File: config.mk
export PLATFORM = sky130hd
export DESIGN_NAME = kd_tree_config_ctrl
export DESIGN_NICKNAME = d
export VERILOG_FILES = /design/src/rtl/kd_tree_config_ctrl.sv
export SDC_FILE = /design/constraint.sdc
export NUM_CORES = 1
export LEC_CHECK = 0
export ABC_AREA = 1
export BUFFER_PORTS_ARGS = -buffer_cell sky130_fd_sc_hd__buf_4
export CAP_MARGIN = 20
export CORE_MARGIN = 3
export CORE_UTILIZATION = 43
export DETAILED_ROUTE_END_ITERATION = 16
export PLACE_DENSITY_LB_ADDON = 0.05
export SLEW_MARGIN = 10
export SYNTH_ARGS = -nofsm -noshare
export SYNTH_HDL_FRONTEND = slang
export SYNTH_SLANG_ARGS = --single-unit
File: constraint.sdc
create_clock -name clk -period 1.3 [get_ports clk]
set_clock_uncertainty 0.2 [all_clocks]
set_input_delay 0.065 -clock clk [delete_from_list [all_inputs] [get_ports clk]]
set_output_delay 0.065 -clock clk [all_outputs]
set_load 0.05 [all_outputs]
File: src/rtl/kd_tree_config_ctrl.sv
// Configuration sequencer for the KD-tree node array: streams node words into sequential addresses.
// Optional build macro KD_CFG_IDX_CHECK_EN enables the sticky split-index range check on err.
module kd_tree_config_ctrl #(
  parameter int STORAGE_WIDTH = 22,
  parameter int NUM_NODES     = 31,
  parameter int ADDR_WIDTH    = 5
) (
  input  logic                     clk,
  input  logic                     rst,
  input  logic                     start,
  input  logic                     in_valid,
  input  logic [STORAGE_WIDTH-1:0] in_data,
  output logic                     in_ready,
  output logic                     node_wen,
  output logic [ADDR_WIDTH-1:0]    node_addr,
  output logic [STORAGE_WIDTH-1:0] node_wdata,
  output logic                     busy,
  output logic                     done,
  output logic                     err
);

  typedef enum logic [1:0] {IDLE, LOAD, DONE} state_t;

  state_t                state, state_nxt;
  logic [ADDR_WIDTH-1:0] cnt;
  logic                  accept, last, restart;

  assign accept  = in_valid && in_ready;
  assign last    = (cnt == ADDR_WIDTH'(NUM_NODES - 1));
  assign restart = start && (state == IDLE || state == DONE);

  always_ff @(posedge clk or posedge rst) begin
    if (rst) state <= IDLE;
    else     state <= state_nxt;
  end

  always_comb begin
    state_nxt = state;
    case (state)
      IDLE:    if (start) state_nxt = LOAD;
      LOAD:    if (accept && last) state_nxt = DONE;
      DONE:    if (start) state_nxt = LOAD;
      default: state_nxt = IDLE;
    endcase
  end

  // Flags decode the registered state only, so in_ready falls on the last accept edge.
  assign in_ready = (state == LOAD);
  assign busy     = (state == LOAD);
  assign done     = (state == DONE);

  always_ff @(posedge clk or posedge rst) begin
    if (rst) begin
      cnt        <= '0;
      node_wen   <= 1'b0;
      node_addr  <= '0;
      node_wdata <= '0;
    end else begin
      node_wen <= accept;
      if (restart)              cnt <= '0;
      else if (accept && !last) cnt <= cnt + 1'b1;
      if (accept) begin
        node_addr  <= cnt;
        node_wdata <= in_data;
      end
    end
  end

`ifdef KD_CFG_IDX_CHECK_EN
  // Split index must address one of the 5 feature dimensions; word is still written.
  always_ff @(posedge clk or posedge rst) begin
    if (rst)                                  err <= 1'b0;
    else if (restart)                         err <= 1'b0;
    else if (accept && (in_data[2:0] > 3'd4)) err <= 1'b1;
  end
`else
  assign err = 1'b0;
`endif

endmodule

Word level (Yosys, flattened, before mapping)
Index checks and enable logic that the tools add are counted.
{"block": "op_classes", "n_reduce_logical": 10, "n_shift": 0, "add_sub_neg": 1, "mux": 5, "div": 0, "mul": 0, "bitwise": 0, "n_lt_le_gt_ge": 0, "eq_ne": 5}
{"cell": "$mux W5", "n": 2}
{"cell": "$add A5 B1 Y5 const B", "n": 1}
{"cell": "$eq A5 B5 Y1 const B", "n": 1}
{"cell": "$logic_and A1 B1 Y1", "n": 4}
{"cell": "$mux W2", "n": 2}
{"cell": "$ne A2 B1 Y1 const B", "n": 2}
{"cell": "$pmux W2 S2", "n": 1}
{"cell": "$eq A2 B1 Y1 const B", "n": 1}
{"cell": "$eq A2 B2 Y1 const B", "n": 1}
{"cell": "$logic_not A2 Y1", "n": 1}
{"cell": "$reduce_and A2 Y1", "n": 1}
{"cell": "$reduce_bool A2 Y1", "n": 1}
{"cell": "$reduce_or A2 Y1", "n": 1}
{"cell": "$logic_not A1 Y1", "n": 1}
{"cell": "$logic_or A1 B1 Y1", "n": 1}
{"block": "word_totals", "latch_bits": 0, "mem_bits_ro": 0, "memories": 0, "regBits": 35, "ram_bits": 0, "output_inout_bits": 32}

Depth between registers and ports, before layout
Gate-level depths: netlist (run 1).
{"block": "logic_depth", "depth_word": 5, "depth_mapped": 8, "mapped_depth_nobuf": 8}

Worst setup path before layout (run 1)
Ideal clock, no wire load.
{"block": "synth_timing", "path_kind": "register -> output", "from": "register state[1]", "to": "output port in_ready", "required_time_ns": 1.035, "arrival_time_ns": 1.110, "stages_incl_launch_ff": 5, "n_path_buf": 1, "path_slack_ns": -0.075, "path_cell_list": "dfrtp_1 inv_1 nand2_1 inv_1 buf_4"}
{"block": "synth_via", "elab_chain_len": 1}
{"item": "from (decl)", "line": "24", "rtl": "state_t state, state_nxt;"}
{"item": "from (signal assigned)", "line": "34", "rtl": "else state <= state_nxt;"}
{"item": "$eq A2 B1 Y1"}
{"item": "to (decl)", "line": "13", "rtl": "output logic in_ready,"}
No other way between the ends.

Worst setup path after layout (run 1)
{"block": "layout_timing", "from": "register state[1]", "to": "output port busy"}
{"block": "layout_via", "elab_chain_len": 1}
{"item": "$eq A2 B1 Y1", "line": "49", "rtl": "assign busy = (state == LOAD);"}
{"item": "to (decl)", "line": "17", "rtl": "output logic busy,"}
No other way between the ends.

==> summary.md, run 1 <==
| Metric | Value |
|---|---|
| Status | `finished with violations` |
| Failing checks | `setup timing` |
| Period utilization | `114%` |
| LEAKAGE | `approximately 1.4 nW` |
| CTS sink cnt | `35` |
| Die Footprint | `roughly 4200 um^2` |
| Port bufs | `56` |
| Number of filler cells placed in the layout | `between 150 and 200` |
| Setup slack after layout | `-185 ps` |
| CTS Buf Count | `5` |
| Mean Syn Cell Area | `approximately 8.6 um^2` |
| CP Max Fanout | `3` |
| Syn-to-layout area delta | `80.5%` |
| Pwr dens | `~1700 nW/um^2` |
| DR vias | `1499` |
| 1st-iter DRT viols | `~80` |
| Highest ir drop seen on vdd | `~0.0011 V` |
| Die Span X | `~65 um` |
| DRT Pass-1 Iters | `4` |
| Largest net degree at the start of global routing | `36` |
| Crit-path slowest cell | `dfrtp_1` |
| Register area share after synthesis | `59.2%` |
| Placed Instance Area | `2000 um^2` |
| Ys Warns | `0` |
| Avg WL per Cell | `approximately 15 um` |
| Setup TNS | `-3060 ps` |
| Initial antenna violation count | `0` |
| DP Worst Slack | `-104 ps` |
| Critical Path RT | `just over 1000 ps` |
| Final ANT Viol Nets | `0` |
| Slew Limit Fails | `0` |
| N_diodes | `0` |
| Final hold viol count | `0` |
| CP Launch Type | `register` |
| Most common cell after layout, fill and taps aside | `nand2_1` |
| Die Ht | `approximately 65 um` |
| Fmax | `between 0.6 and 0.7 GHz` |
| Layout cell share with drive strength beyond 1 | `41.2%` |
| Final nets | `301` |
| #FFs+latches synth | `35` |
| Core area | `about 3200 um^2` |
| Starting Density | `46.6%` |
| Post-Syn Area | `1480 um^2` |
| Post-route minimum period | `between 1000 and 1500 ps` |
| Most frequent cells in the layout | `nand2_1, buf_4, dfrtp_1, dlygate4sd3_1, nand3_2` |
| Endpoints failing setup | `36` |
| Root Buffer | `clkbuf_4` |
| Synthesized Nets | `between 200 and 250` |
| Vias in the first global route | `around 1400` |
| RSZ-0062 raised after global routing | `true` |
| Family with the most delay on the worst path | `buffers and inverters` |
| Clock group share of total power | `18.8%` |
| Multi-input logic area | `between 600 and 700 um^2` |
| RePlAce Congestion | `0.837` |
| Sequential share of power | `about a third` |
| Detailed placer's ending HPWL | `roughly 2.4 mm` |
| CTS tree | `yes` |
| Cell-internal power | `~2.6 mW` |
| Setup CP Type | `register to output pin` |
| Cell count after synthesis | `about 170` |
| Cell Chain, Critical Path | `inv_2, buf_6, nand2_4, clkinvlp_4, buf_8` |
| Clock Latency Late Sink | `about 340 ps` |
| Combinational fraction of design power | `between 40% and 50%` |
| Global route overflow | `0` |
| Max stage delay on crit path | `380 ps` |
| Stages on worst setup path | `5` |
| Post-route design area | `2670 um^2` |
| Worst Hold Class | `input pin to asynchronous set/reset pin` |
| Vias per cell | `~4.7` |
| H-tree Lvls | `2` |
| Switch share | `41.8%` |
| Critical Path End Type | `output pin` |
| Count of different cell masters after synthesis | `19` |
| NetSw | `approximately 1.8 mW` |
| Clock-pin slew on the worst setup and hold paths | `110 ps` |
| Max_cap viols | `0` |
| Critical path buffer and inverter count | `4` |
| Register area | `876 um^2` |
| Crit path arrival time | `~1200 ps` |
| Total GRT Usage | `19.8%` |
| Bufs on Longest Clock Path | `2` |
| First-pass GRT wire length | `6.43 mm` |
| Num ports | `just under 60` |
| DRC violation count after routing | `0` |
| Total Wirelength | `4.64 mm` |
| Reg2Reg Depth | `6` |
| # rows | `20` |
==> worst min-delay path, cell delays in order <==
cell	delay [ps]
dlygate4sd3_1	550
buf_4	140
inv_1	40
buf_4	390
==> state kept, by name, indices dropped and copies added, names as in the netlist <==
name	cells
cnt	5
state	2
node_wdata	22
node_addr	5
node_wen	1
==> synthesized netlist by cell type, drive strengths merged <==
| cell | count | area (um^2) |
|---|---|---|
| conb | 1 | 3.75 |
| buf | 7 | 52.5 |
| nand4 | 2 | 12.5 |
| dfrtp | 35 | 876 |
| inv | 10 | 37.5 |
| clkbuf | 1 | 3.75 |
| ha | 2 | 25.0 |
| nand3 | 11 | 60.1 |
| xor2 | 1 | 8.76 |
| o31ai | 1 | 7.51 |
| clkinv | 1 | 5.00 |
| o21ai | 3 | 15.0 |
| nor2 | 3 | 13.8 |
| nand2 | 95 | 359 |
==> power by group through the flow <==
stage	registers, mW	logic, mW	clock network, mW
5_1_grt	1.53	2.21	0.873
4_1_cts	1.48	1.81	0.834
6_report	1.50	2.09	0.830
2_1_floorplan	2.10	0.463	0
3_3_place_gp	1.49	1.60	0
3_5_place_dp	1.50	1.63	0
==> logic make-up (layout without fill, tap and decap cells) <==
logic type,Yosys count,after routing,share of synthesized area [%]
and+or+nand+nor,111,111,30.1
DFF,35,35,59.2
buffers and inverters,19,120,6.68
AOI/OAI and AO/OA,4,4,1.52
adders and majority gates,2,2,1.69
other,1,1,0.253
xor gates and xnor gates,1,1,0.592
==> layout make-up <==
type	count	share of cell area, %
clock inverters	2	1.31
clock buffers	6	1.92
repair buffers	101	35.1
inverters	11	2.15
well taps	44	2.06
multi-input cells	119	24.7
flip-flops and latches	35	32.8
==> through the flow <==
stage                     cells  utilization (%)  hold slack (ps)  power [mW]
after floorplan             173                -            -48.7        2.56
after global placement      275             62.8            -11.9        3.08
final                       318             84.1              203        4.42
after global routing        318             84.1              239        4.61
after CTS                   313             77.0              189        4.12
after detailed placement    275             62.8           -0.921        3.12
==> timing repair <==
| item | CTS | global route |
|---|---|---|
| buffers inserted | 5 | 2 |
| pin swaps | 6 | 14 |
| gates resized for setup | 20 | 31 |
| endpoints found under the hold margin | 66 | 0 |
| endpoints found under the setup margin | 10 | 38 |
| hold buffers | 25 | 0 |
| gates cloned | 0 | 3 |
==> metal layers <==
metal / track usage, % / part of all wire, %
met1: 24.8 / 40
met2: 34.5 / 53
met3: 3.99 / 5.2
met4: 5.80 / 1.8
met5: 0 / 0
==> final timing paths <==
check	startpoint	endpoint	slack (ps)
hold reg to reg	node_wdata[5]	node_wdata[5]	290
setup / recovery	state[1]	busy	-180
hold / removal	rst	node_wdata[3]	200
max in group asynchronous	rst	cnt[0]	380
min in group clk	in_data[21]	node_wdata[21]	250
setup reg to reg	state[0]	node_wdata[3]	-110
(Power assumes the default switching activity.)
==> inputs of run 2 (changes only) <==
--- a/config.mk
+++ b/config.mk
@@ -7,11 +7,12 @@
 export LEC_CHECK = 0
 export ABC_AREA = 1
 export BUFFER_PORTS_ARGS = -buffer_cell sky130_fd_sc_hd__buf_4
-export CAP_MARGIN = 20
+export CAP_MARGIN = 5
 export CORE_MARGIN = 3
 export CORE_UTILIZATION = 43
 export DETAILED_ROUTE_END_ITERATION = 16
 export PLACE_DENSITY_LB_ADDON = 0.05
+export RECOVER_POWER = 50
 export SLEW_MARGIN = 10
 export SYNTH_ARGS = -nofsm -noshare
 export SYNTH_HDL_FRONTEND = slang
==> summary.md, run 2 (synthesis gave the netlist of run 1 again) <==
| Metric | Value |
|---|---|
| Status | `finished with violations` |
| Failing checks | `setup timing` |
| RSZ-0062 raised after global routing | `true` |
| First-pass GRT wire length | `6.43 mm (unchanged)` |
| N_diodes | `0 (unchanged)` |
| Most frequent cells in the layout | `nand2_1, buf_4, dfrtp_1, dlygate4sd3_1, nand3_2` |
| Pwr dens | `1650 nW/um^2 (about the same)` |
| Period utilization | `114% (about the same)` |
| Die Span X | `64.7 um (unchanged)` |
| Global route overflow | `0 (unchanged)` |
| # rows | `20 (unchanged)` |
| Final nets | `301 (unchanged)` |
| Placed Instance Area | `2000 um^2 (unchanged)` |
| Family with the most delay on the worst path | `buffers and inverters` |
| Fmax | `0.674 GHz (about the same)` |
| Port bufs | `56 (unchanged)` |
| Final hold viol count | `0 (unchanged)` |
| DRC violation count after routing | `0 (unchanged)` |
| CTS tree | `yes` |
| Worst hold slack | `240 ps (+36.4 ps)` |
| Root Buffer | `clkbuf_4` |
| Starting Density | `46.6% (unchanged)` |
| Post-route minimum period | `1480 ps (-0.568 ps)` |
| Largest Register | `node_wdata` |
| Syn-to-layout area delta | `80.5% (unchanged)` |
| Cell Chain, Critical Path | `inv_2, buf_6, nand2_4, clkinvlp_4, buf_8` |
| Crit-path slowest cell | `dfrtp_1` |
| Avg WL per Cell | `14.6 um (+0.24%)` |
| Die Footprint | `4180 um^2 (unchanged)` |
| Final ANT Viol Nets | `0 (unchanged)` |
| Clock-pin slew on the worst setup and hold paths | `110 ps (about the same)` |
| Layout cell share with drive strength beyond 1 | `41.2% (unchanged)` |
| Vias per cell | `4.74 (+0.47%)` |
| Critical Path End Type | `output pin` |
| Total GRT Usage | `19.8% (unchanged)` |
| 1st-iter DRT viols | `75 (-5.1%)` |
| Finished Layout Cells | `318 (unchanged)` |
| H-tree Lvls | `2 (unchanged)` |
| Largest register FFs | `22 (unchanged)` |
| DR vias | `1506 (+0.47%)` |
| Critical path buffer and inverter count | `4 (unchanged)` |
| Bufs on Longest Clock Path | `2 (unchanged)` |
| Setup slack after layout | `-184 ps (+0.568 ps)` |
| Num ports | `58 (unchanged)` |
| Flop2flop setup slack | `-100 ps (about the same)` |
| Largest net degree at the start of global routing | `36 (unchanged)` |
| Endpoints failing setup | `36 (unchanged)` |
| Regs by FF count | `node_wdata (22), cnt (5), node_addr (5)` |
| Initial antenna violation count | `0 (unchanged)` |
| Max_cap viols | `0 (unchanged)` |
| Setup CP Type | `register to output pin` |
| Number of filler cells placed in the layout | `166 (unchanged)` |
| CP Max Fanout | `3 (unchanged)` |
| Crit path arrival time | `1220 ps (about the same)` |
| Die Ht | `64.7 um (unchanged)` |
| Vias in the first global route | `1373 (unchanged)` |
| Clock Latency Late Sink | `340 ps (about the same)` |
| CP Launch Type | `register` |
| Slew Limit Fails | `0 (unchanged)` |
| Post-route design area | `2670 um^2 (unchanged)` |
| Max stage delay on crit path | `380 ps (about the same)` |
| DP Cell Count | `275 (unchanged)` |
| RePlAce Congestion | `0.837 (unchanged)` |
| CTS sink cnt | `35 (unchanged)` |
| CTS Buf Count | `5 (unchanged)` |
| Critical Path RT | `1030 ps (about the same)` |
| DRT Pass-1 Iters | `4 (unchanged)` |
| Detailed placer's ending HPWL | `2.40 mm (unchanged)` |
| Highest ir drop seen on vdd | `0.00106 V (+0.11%)` |
| LEAKAGE | `1.44 nW (about the same)` |
| Total Wirelength | `4.65 mm (+0.24%)` |
| Worst Hold Class | `input pin to asynchronous set/reset pin` |
| Most common cell after layout, fill and taps aside | `nand2_1` |
| Core area | `3180 um^2 (unchanged)` |
run 2: routing by layer:
metal,vias up,routed length (um),GRT usage (%)
met2,52,2460,34.5
li1,730,-,-
met4,0,80,5.80
met5,-,0,0
met1,713,1890,24.8
met3,11,215,3.99
run 2: worst paths after layout:
check / from / cells after the start / to
worst max-delay path: state[1] / 5 / busy
worst min-delay path: rst / 4 / node_wdata[3]
worst max register to register: state[0] / 6 / node_wdata[3]
worst min register to register: node_wdata[5] / 2 / node_wdata[5]
max in group asynchronous: rst / 4 / cnt[0]
min in group clk: in_data[21] / 4 / node_wdata[21]
run 2: cell type report:
cell class	count	area, um^2	area share, %
repair buffers	101	937	35.1
clock inverters	2	35.0	1.31
flip-flops and latches	35	876	32.8
inverters	11	57.6	2.15
clock buffers	6	51.3	1.92
well taps	44	55.1	2.06
multi-input cells	119	659	24.7
run 2: through the flow:
stage | power, mW | worst slack [ps] | util [%] | setup TNS [ps]
4_1_cts | 4.12 | -166 | 77.0 | -3440
5_1_grt | 4.61 | -249 | 84.1 | -5240
3_3_place_gp | 3.08 | -26.3 | 62.8 | -97.1
2_1_floorplan | 2.56 | -33.3 | - | -33.3
6_report | 4.42 | -184 | 84.1 | -3080
3_5_place_dp | 3.12 | -104 | 62.8 | -524
run 2: tightest hold or removal path, cell delays in order:
cell	delay, ps
dlygate4sd3_1	550
clkbuf_4	140
inv_1	40
clkbuf_4	440
run 2: where the power goes:
| group | internal [mW] | switching [mW] | leakage [nW] |
|---|---|---|---|
| Combinational | 0.798 | 1.29 | 0.960 |
| Sequential | 1.32 | 0.182 | 0.436 |
| Clock | 0.454 | 0.374 | 0.0482 |
| Total | 2.57 | 1.84 | 1.44 |
run 2: repair_timing:
action | CTS | global route
endpoints found under the hold margin | 66 | 0
gates resized for setup | 20 | 31
pin swaps | 6 | 14
setup endpoints to repair | 10 | 38
hold buffers | 25 | 0
setup buffers | 5 | 2
gates cloned | 0 | 3
